### config.mk
export PLATFORM = sky130hd
export DESIGN_NAME = uart_rx_engine_flat
export DESIGN_NICKNAME = d
export VERILOG_FILES = /design/src/rtl/uart_rx_engine_if.sv /design/src/rtl/uart_rx_engine.sv /design/src/flat_wrapper.sv
export SDC_FILE = /design/constraint.sdc
export NUM_CORES = 1
export LEC_CHECK = 0
export BUFFER_PORTS_ARGS = -buffer_cell sky130_fd_sc_hd__buf_2
export CELL_PAD_IN_SITES_DETAIL_PLACEMENT = 2
export CELL_PAD_IN_SITES_GLOBAL_PLACEMENT = 2
export CORE_MARGIN = 10
export CORE_UTILIZATION = 33
export DETAILED_ROUTE_END_ITERATION = 6
export GPL_ROUTABILITY_DRIVEN = 0
export PLACE_DENSITY_LB_ADDON = 0.1
export SLEW_MARGIN = 20
export SYNTH_ARGS = -nofsm -noshare
export SYNTH_HDL_FRONTEND = slang
export SYNTH_SLANG_ARGS = --single-unit
### constraint.sdc
create_clock -name clk -period 2.6 [get_ports clk]
set_clock_uncertainty 0.1 [all_clocks]
set_input_delay 0.39 -clock clk [delete_from_list [all_inputs] [get_ports clk]]
set_output_delay 0.39 -clock clk [all_outputs]
set_load 0.02 [all_outputs]
### src/rtl/uart_rx_engine_if.sv
// Received-character bus: engine drives data/status, consumer returns clr_rdy.
`timescale 1ns/1ps
interface uart_rx_engine_if;
  logic       clr_rdy;
  logic [7:0] rx_data;
  logic       rx_rdy;
  logic       perr;
  logic       ferr;
  logic       ovf;

  modport master (input clr_rdy, output rx_data, rx_rdy, perr, ferr, ovf);
  modport slave  (output clr_rdy, input rx_data, rx_rdy, perr, ferr, ovf);
endinterface

### src/rtl/uart_rx_engine.sv
// UART receiver: 2-flop sync, mid-bit sampling, 7/8 data bits; status updates on the stop-bit sample.
// Optional parity state and perr checking are built only when UART_RX_PARITY_EN is defined.
`timescale 1ns/1ps
module uart_rx_engine #(
  parameter int BAUD_W = 19
) (
  input  logic              clk,
  input  logic              reset,
  input  logic              rx,
  input  logic [BAUD_W-1:0] k,
  input  logic              eight,
  input  logic              pen,
  input  logic              ohel,
  uart_rx_engine_if.master  bus
);

`ifdef UART_RX_PARITY_EN
  typedef enum logic [2:0] {IDLE, START, DATA, PARITY, STOP} state_t;
`else
  typedef enum logic [2:0] {IDLE, START, DATA, STOP} state_t;
`endif

  localparam logic [BAUD_W-1:0] ONE = {{(BAUD_W-1){1'b0}}, 1'b1};

  state_t            state;
  logic              rx_meta, rxs;
  logic [BAUD_W-1:0] cnt, k_l;
  logic [2:0]        bit_cnt;
  logic [7:0]        sh;
  logic              eight_l;
  logic              brk;
  logic [7:0]        data_q;
  logic              rdy_q, ferr_q, ovf_q;
  logic              tick;
  logic [7:0]        rcv;

  assign tick = (cnt <= ONE);
  // 7-bit frames leave their bits in sh[7:1]
  assign rcv  = eight_l ? sh : {1'b0, sh[7:1]};

`ifdef UART_RX_PARITY_EN
  logic pen_l, ohel_l, par_q, perr_q;
  assign bus.perr = perr_q;
`else
  logic unused_cfg;
  assign unused_cfg = pen ^ ohel;
  assign bus.perr   = 1'b0;
`endif

  assign bus.rx_data = data_q;
  assign bus.rx_rdy  = rdy_q;
  assign bus.ferr    = ferr_q;
  assign bus.ovf     = ovf_q;

  always_ff @(posedge clk or negedge reset) begin
    if (!reset) begin
      state   <= IDLE;
      rx_meta <= 1'b1;
      rxs     <= 1'b1;
      cnt     <= '0;
      k_l     <= '0;
      bit_cnt <= '0;
      sh      <= '0;
      eight_l <= 1'b0;
      brk     <= 1'b0;
      data_q  <= 8'h00;
      rdy_q   <= 1'b0;
      ferr_q  <= 1'b0;
      ovf_q   <= 1'b0;
`ifdef UART_RX_PARITY_EN
      pen_l   <= 1'b0;
      ohel_l  <= 1'b0;
      par_q   <= 1'b0;
      perr_q  <= 1'b0;
`endif
    end else begin
      rx_meta <= rx;
      rxs     <= rx_meta;
      if (bus.clr_rdy) rdy_q <= 1'b0;
      if (state != IDLE && !tick) cnt <= cnt - ONE;
      case (state)
        IDLE: begin
          // after a break the line must go high again before a new start counts
          if (brk) begin
            if (rxs) brk <= 1'b0;
          end else if (!rxs) begin
            k_l     <= k;
            eight_l <= eight;
`ifdef UART_RX_PARITY_EN
            pen_l   <= pen;
            ohel_l  <= ohel;
`endif
            cnt     <= k >> 1;
            bit_cnt <= '0;
            state   <= START;
          end
        end
        START: if (tick) begin
          if (rxs) state <= IDLE;
          else begin
            cnt   <= k_l;
            state <= DATA;
          end
        end
        DATA: if (tick) begin
          sh  <= {rxs, sh[7:1]};
          cnt <= k_l;
          if (bit_cnt == {2'b11, eight_l}) begin
`ifdef UART_RX_PARITY_EN
            state <= pen_l ? PARITY : STOP;
`else
            state <= STOP;
`endif
          end else begin
            bit_cnt <= bit_cnt + 3'd1;
          end
        end
`ifdef UART_RX_PARITY_EN
        PARITY: if (tick) begin
          par_q <= rxs;
          cnt   <= k_l;
          state <= STOP;
        end
`endif
        STOP: if (tick) begin
          state  <= IDLE;
          data_q <= rcv;
          rdy_q  <= 1'b1;
          ferr_q <= ~rxs;
          ovf_q  <= rdy_q & ~bus.clr_rdy;
          brk    <= ~rxs;
`ifdef UART_RX_PARITY_EN
          perr_q <= pen_l & (((^rcv) ^ par_q) != ohel_l);
`endif
        end
        default: state <= IDLE;
      endcase
    end
  end

endmodule

### src/flat_wrapper.sv
// flat-port wrapper written by rule: the top's interface ports become plain ports
module uart_rx_engine_flat 
#(
  parameter int BAUD_W = 19
)
  (clk, reset, rx, k, eight, pen, ohel, bus_clr_rdy, bus_rx_data, bus_rx_rdy, bus_perr, bus_ferr, bus_ovf);
  uart_rx_engine_if bus_i ();
  input  logic clk;
  input  logic reset;
  input  logic rx;
  input  logic [BAUD_W-1:0] k;
  input  logic eight;
  input  logic pen;
  input  logic ohel;
  input wire logic [$bits(bus_i.clr_rdy)-1:0] bus_clr_rdy;
  output wire logic [$bits(bus_i.rx_data)-1:0] bus_rx_data;
  output wire logic [$bits(bus_i.rx_rdy)-1:0] bus_rx_rdy;
  output wire logic [$bits(bus_i.perr)-1:0] bus_perr;
  output wire logic [$bits(bus_i.ferr)-1:0] bus_ferr;
  output wire logic [$bits(bus_i.ovf)-1:0] bus_ovf;
  assign bus_i.clr_rdy = bus_clr_rdy;
  assign bus_rx_data = bus_i.rx_data;
  assign bus_rx_rdy = bus_i.rx_rdy;
  assign bus_perr = bus_i.perr;
  assign bus_ferr = bus_i.ferr;
  assign bus_ovf = bus_i.ovf;
  uart_rx_engine #(.BAUD_W(BAUD_W)) u_core (.clk(clk), .reset(reset), .rx(rx), .k(k), .eight(eight), .pen(pen), .ohel(ohel), .bus(bus_i));
endmodule
Yosys cells after proc, flatten, opt, wreduce, memory -nomap -nowiden
Cells that the tools add are included.
- register bits after elaboration: 67
- input bits: 26
- output and inout port bits: 12
- word-level logic and storage cells: 71
- add/sub/neg operators: 2
- magnitude comparators: 1
- eq/ne operators: 11
- multiplexer cells: 28
- bitwise gates (word level): 4
- reduce and logical (&&, ||, !) cells: 12
- operators by type and width (kind ; number):
    $mux 19 ; 6
    $pmux 19 s3 ; 1
    $mux 3 ; 10
    $le 19x1->1 const B ; 1
    $sub 19x1->19 const B ; 1
    $pmux 3 s4 ; 1
    $mux 8 ; 1
    $ne 2x1->1 const B ; 4
    $eq 3x2->1 const B ; 2
    $mux 1 ; 6
    $ne 2x2->1 const B ; 3
    $pmux 3 s2 ; 1
    $reduce_and 2->1 ; 3
    $reduce_and 6->1 ; 1
    $reduce_and 5->1 ; 1
    $reduce_bool 2->1 ; 2
    $add 3x1->3 const B ; 1
    $eq 3x1->1 const B ; 1
    $eq 3x3->1 ; 1
    $logic_not 3->1 ; 1
    $not 1->1 ; 3
    $reduce_and 3->1 ; 1
    $reduce_bool 3->1 ; 1
    $mux 2 ; 1
    other kinds (4) ; 4

Depth between registers and ports, before layout
- depth after elaboration: 7
- depth in mapped cells: 10
- gate-level depth less buffers: 8

Worst setup path before layout
Ideal clock, no wire load.
- path type: register to register
- start point: register u_core.cnt[5]
- end point: register u_core.cnt[16]
- library setup time: 0.126 ns
- data arrival time: 2.414 ns
- data required time: 2.374 ns
- path slack: -0.040 ns
- cell stages (with the launch flop): 8
- path buffers: 1
- clock period less this slack: 2.640 ns
- cell sequence: dfrtp_1 > or4_1 > buf_2 > or4_4 > a2111oi_0 > xnor2_1 > a21oi_1 > a221o_1
- word-level cells in the longest chain between the ends: 7
- elaborated cells on any way between the ends: 11
- classes of those cells: add/sub: 1; order compare: 1; mux: 7; reduce/logical: 2
- RTL lines (what ; line ; source):
    start: declaration ; uart_rx_engine.sv:27 ; logic [BAUD_W-1:0] cnt, k_l;
    start signal: assignment ; uart_rx_engine.sv:80 ; if (state != IDLE && !tick) cnt <= cnt - ONE;
    start signal: assignment ; uart_rx_engine.sv:93 ; cnt <= k >> 1;
    start signal: assignment ; uart_rx_engine.sv:101 ; cnt <= k_l;
    $le 19x1->1 ; uart_rx_engine.sv:37 ; assign tick = (cnt <= ONE);
    $logic_not 1->1 ; uart_rx_engine.sv:80 ;
    $logic_and 1x1->1 ; uart_rx_engine.sv:80 ;
    $mux 19 ; uart_rx_engine.sv:80 ;
    $mux 19, on equally long branches ; uart_rx_engine.sv:99, uart_rx_engine.sv:86 ;
    $mux 19, on equally long branches ; uart_rx_engine.sv:98, uart_rx_engine.sv:84 ;
    $pmux 19 s3 * ; uart_rx_engine.sv:81 ; case (state)
Mark *: on every way between the ends. The rest lies on a longest branch, timed or not.
A chain may end at the register's enable or synchronous reset.

Final worst setup path
- start point: register u_core.cnt[5]
- end point: register u_core.cnt[14]
Same word-level chain as after synthesis.

==> summary.txt <==
Reg2reg setup slack -> -0.04 ns
Area of the die -> 14100 µm²
Routed wire per std cell -> 18.2 µm
Failing checks -> setup timing
Slowest cell on crit path -> or4_4
DP Worst Slack -> -0.128 ns
Area Overhead vs Synth -> 27.0%
DRT Pass-1 Iters -> 4
Total gr overflow -> 0
CP endpoint kind -> register
Worst-path clk slew -> 0.08 ns
GRT Resource Usage Total -> 14.6%
Initial DRC Count -> 85
Fmax -> 378 MHz
Row count -> 35
Final Hold Viols -> 0
Initial antenna violation count -> 0
Worst Setup Path Type -> reg -> reg
Area taken by multi-input logic gates -> 1540 µm²
Yosys reg bits -> 66
Die Y -> 119 µm
Starting density of the core -> 34.3%
Top cell type's share of synthesized area -> 49.8%
Worst slew pin tran -> 0.552 ns
Clock Sinks -> 66
Vias -> 2740
Inst Count DP -> 525
Final worst slack -> -0.0449 ns
Most common cell after layout, fill and taps aside -> nand2_1
N_diodes -> 0
Cell area after synthesis -> 3220 µm²
DRC violations left -> 0
Peak VDD IR -> 0.000289 V
Unrepaired setup endpoints after global routing -> true
Global-route wire length before repair -> 16.8 mm
Final-report max-slew violation count -> 0
Final ANT Viol Nets -> 0
IO Port Bufs -> 34
Final Setup Violations -> 3
Design area -> 4090 µm²
Root buf cell -> clkbuf_8
Final cell count without fillers -> 543
Crit path max fanout -> 3
Clock buffer count from CTS -> 9
Utilization of the core after routing -> 43.6%
Min-Delay Path Class -> in -> reg
Core area -> 9370 µm²
Pin count of the biggest net entering global routing -> 27
H-tree levels -> 3
Post-synthesis sequential area ratio -> 51.4%
Vias in the first global route -> 3180
CP cell instances -> or4_4 > or4_4 > or4_4 > or3_4 > a21oi_2 > a221o_2
CTS Buffer Depth -> 2
CTS tree -> built
Final wirelength -> 9.87 mm
Placement-stage cell area -> 3790 µm²
Final HPWL DP -> 6.80 mm
Crit path required time -> 2.79 ns
Die X -> 119 µm
Max-Cap Viols -> 0
Critical path startpoint category -> register
Layout cell share with drive strength beyond 1 -> 30.2%
Setup TNS -> -0.0869 ns
Vias/cell -> 5.05
Critical Path Most Common Cell -> or4_4
Layout Nets -> 438
FF/Latch Area -> 1650 µm²
Tmin final -> 2.64 ns
Area contributors post-synth -> dfrtp_1, nand2_1, o21ai_0
Synth unique cells -> 48
YS warnings -> 0
Post-synth EDFFs -> 0
Most common flop cell mapped by yosys -> dfrtp_1
Post-synthesis average cell area -> 9.40 µm²
Arrival time of the worst setup path -> 2.84 ns
Crit share post-route -> 102%
Filler cell count -> 1041
Mapped Cells -> 342
Later-pin clock latency in the skew report -> 0.36 ns
IO Count -> 38
P per Cell Area -> 689 nW/µm²
Delay of the slowest critical-path stage -> 0.56 ns
Status -> finished with violations
Synth Net Count -> 371
Slew HR -> 63.2%
Highest-count cells in the layout ignoring fill and taps -> nand2_1, dfrtp_1, buf_4, buf_2, o21ai_0
Synth area leader -> dfrtp_1
Pleak -> 1.91 nW
FFs w/ async S/R, synth -> 100%
## synth_stat cells (5+ instances only)
master	number
or4_1	5
clkbuf_1	11
nand2_1	100
nand3_1	7
o21ai_0	18
o211ai_1	12
mux2i_1	8
or2_2	5
xnor2_1	6
nor3_1	10
nor2_1	11
dfrtp_1	64
mux2_2	8
a21oi_1	10
xor2_1	8
## layer usage
layer / part of all wire, % / GRT usage, % / vias up
met5: 0 / 0 / -
met4: 1.0 / 3.89 / 0
met3: 2.6 / 3.43 / 10
met2: 49 / 24.0 / 33
met1: 48 / 18.7 / 1375
li1: - / - / 1322
## final cells by class
class                      instances  area share (%)
sequential                        66            40.5
inverter                           4           0.368
clock inverter                     6            2.24
timing repair buffer              75            12.2
clock buffer                      10            3.12
multi-input combinational        253            37.7
tap                              129            3.95
## critical path, delay by kind of cell (launching register included)
kind | cells | cell delay (ns)
compound gates | 2 | 0.23
flops | 1 | 0.39
simple gates | 4 | 1.87
## sequential cells by signal, summed over array words and instances (netlist names)
signal / cells
u_core.bit_cnt: 3
u_core.brk: 1
u_core.bus.ferr: 1
u_core.bus.ovf: 1
u_core.bus.rx_data: 8
u_core.bus.rx_rdy: 1
u_core.cnt: 19
u_core.eight_l: 1
u_core.k_l: 19
u_core.rx_meta: 1
u_core.rxs: 1
u_core.sh: 8
u_core.state: 2
## power by group
part | internal (mW) | switching (mW)
logic | 0.303 | 0.296
registers | 1.14 | 0.0971
clock network | 0.542 | 0.439
total | 1.98 | 0.832
## kinds of logic after synthesis
group	share of synthesized area [%]
adder cells (fa/ha/maj)	1.17
AO/OA/AOI/OAI	11.6
multiplexers	5.29
XOR/XNOR	3.81
AND/OR/NAND/NOR	23.6
other	0.117
flip-flops	51.4
buffers and inverters	2.96
## per-stage QoR
stage | power, mW | hold WS [ns]
after floorplan | 1.53 | -0.00559
after global placement | 1.77 | 0.246
after detailed placement | 1.80 | 0.251
after CTS | 2.83 | 0.0132
after global routing | 2.98 | 0.0171
final | 2.81 | 0.0235
## worst paths after layout
check / startpoint / end / cells past startpoint
max: u_core.cnt[5]$_DFF_PN0_ / u_core.cnt[14]$_DFF_PN0_ / 6
min: rx / u_core.rx_meta$_DFF_PN1_ / 1
max reg2reg: u_core.cnt[5]$_DFF_PN0_ / u_core.cnt[14]$_DFF_PN0_ / 6
min reg2reg: u_core.rx_meta$_DFF_PN1_ / u_core.rxs$_DFF_PN1_ / 0
max in group asynchronous: reset / u_core.state[0]$_DFFE_PN0P_ / 3
min in group asynchronous: reset / u_core.k_l[13]$_DFFE_PN0P_ / 2
## repair_timing
| action | CTS | global route |
|---|---|---|
| setup buffers | 1 | 0 |
| setup endpoints to repair | 25 | 16 |
| pin swaps | 2 | 3 |
| hold endpoints to repair | 21 | 0 |
| hold buffers | 1 | 0 |
| gates resized for setup | 14 | 2 |
(Power assumes the default switching activity.)
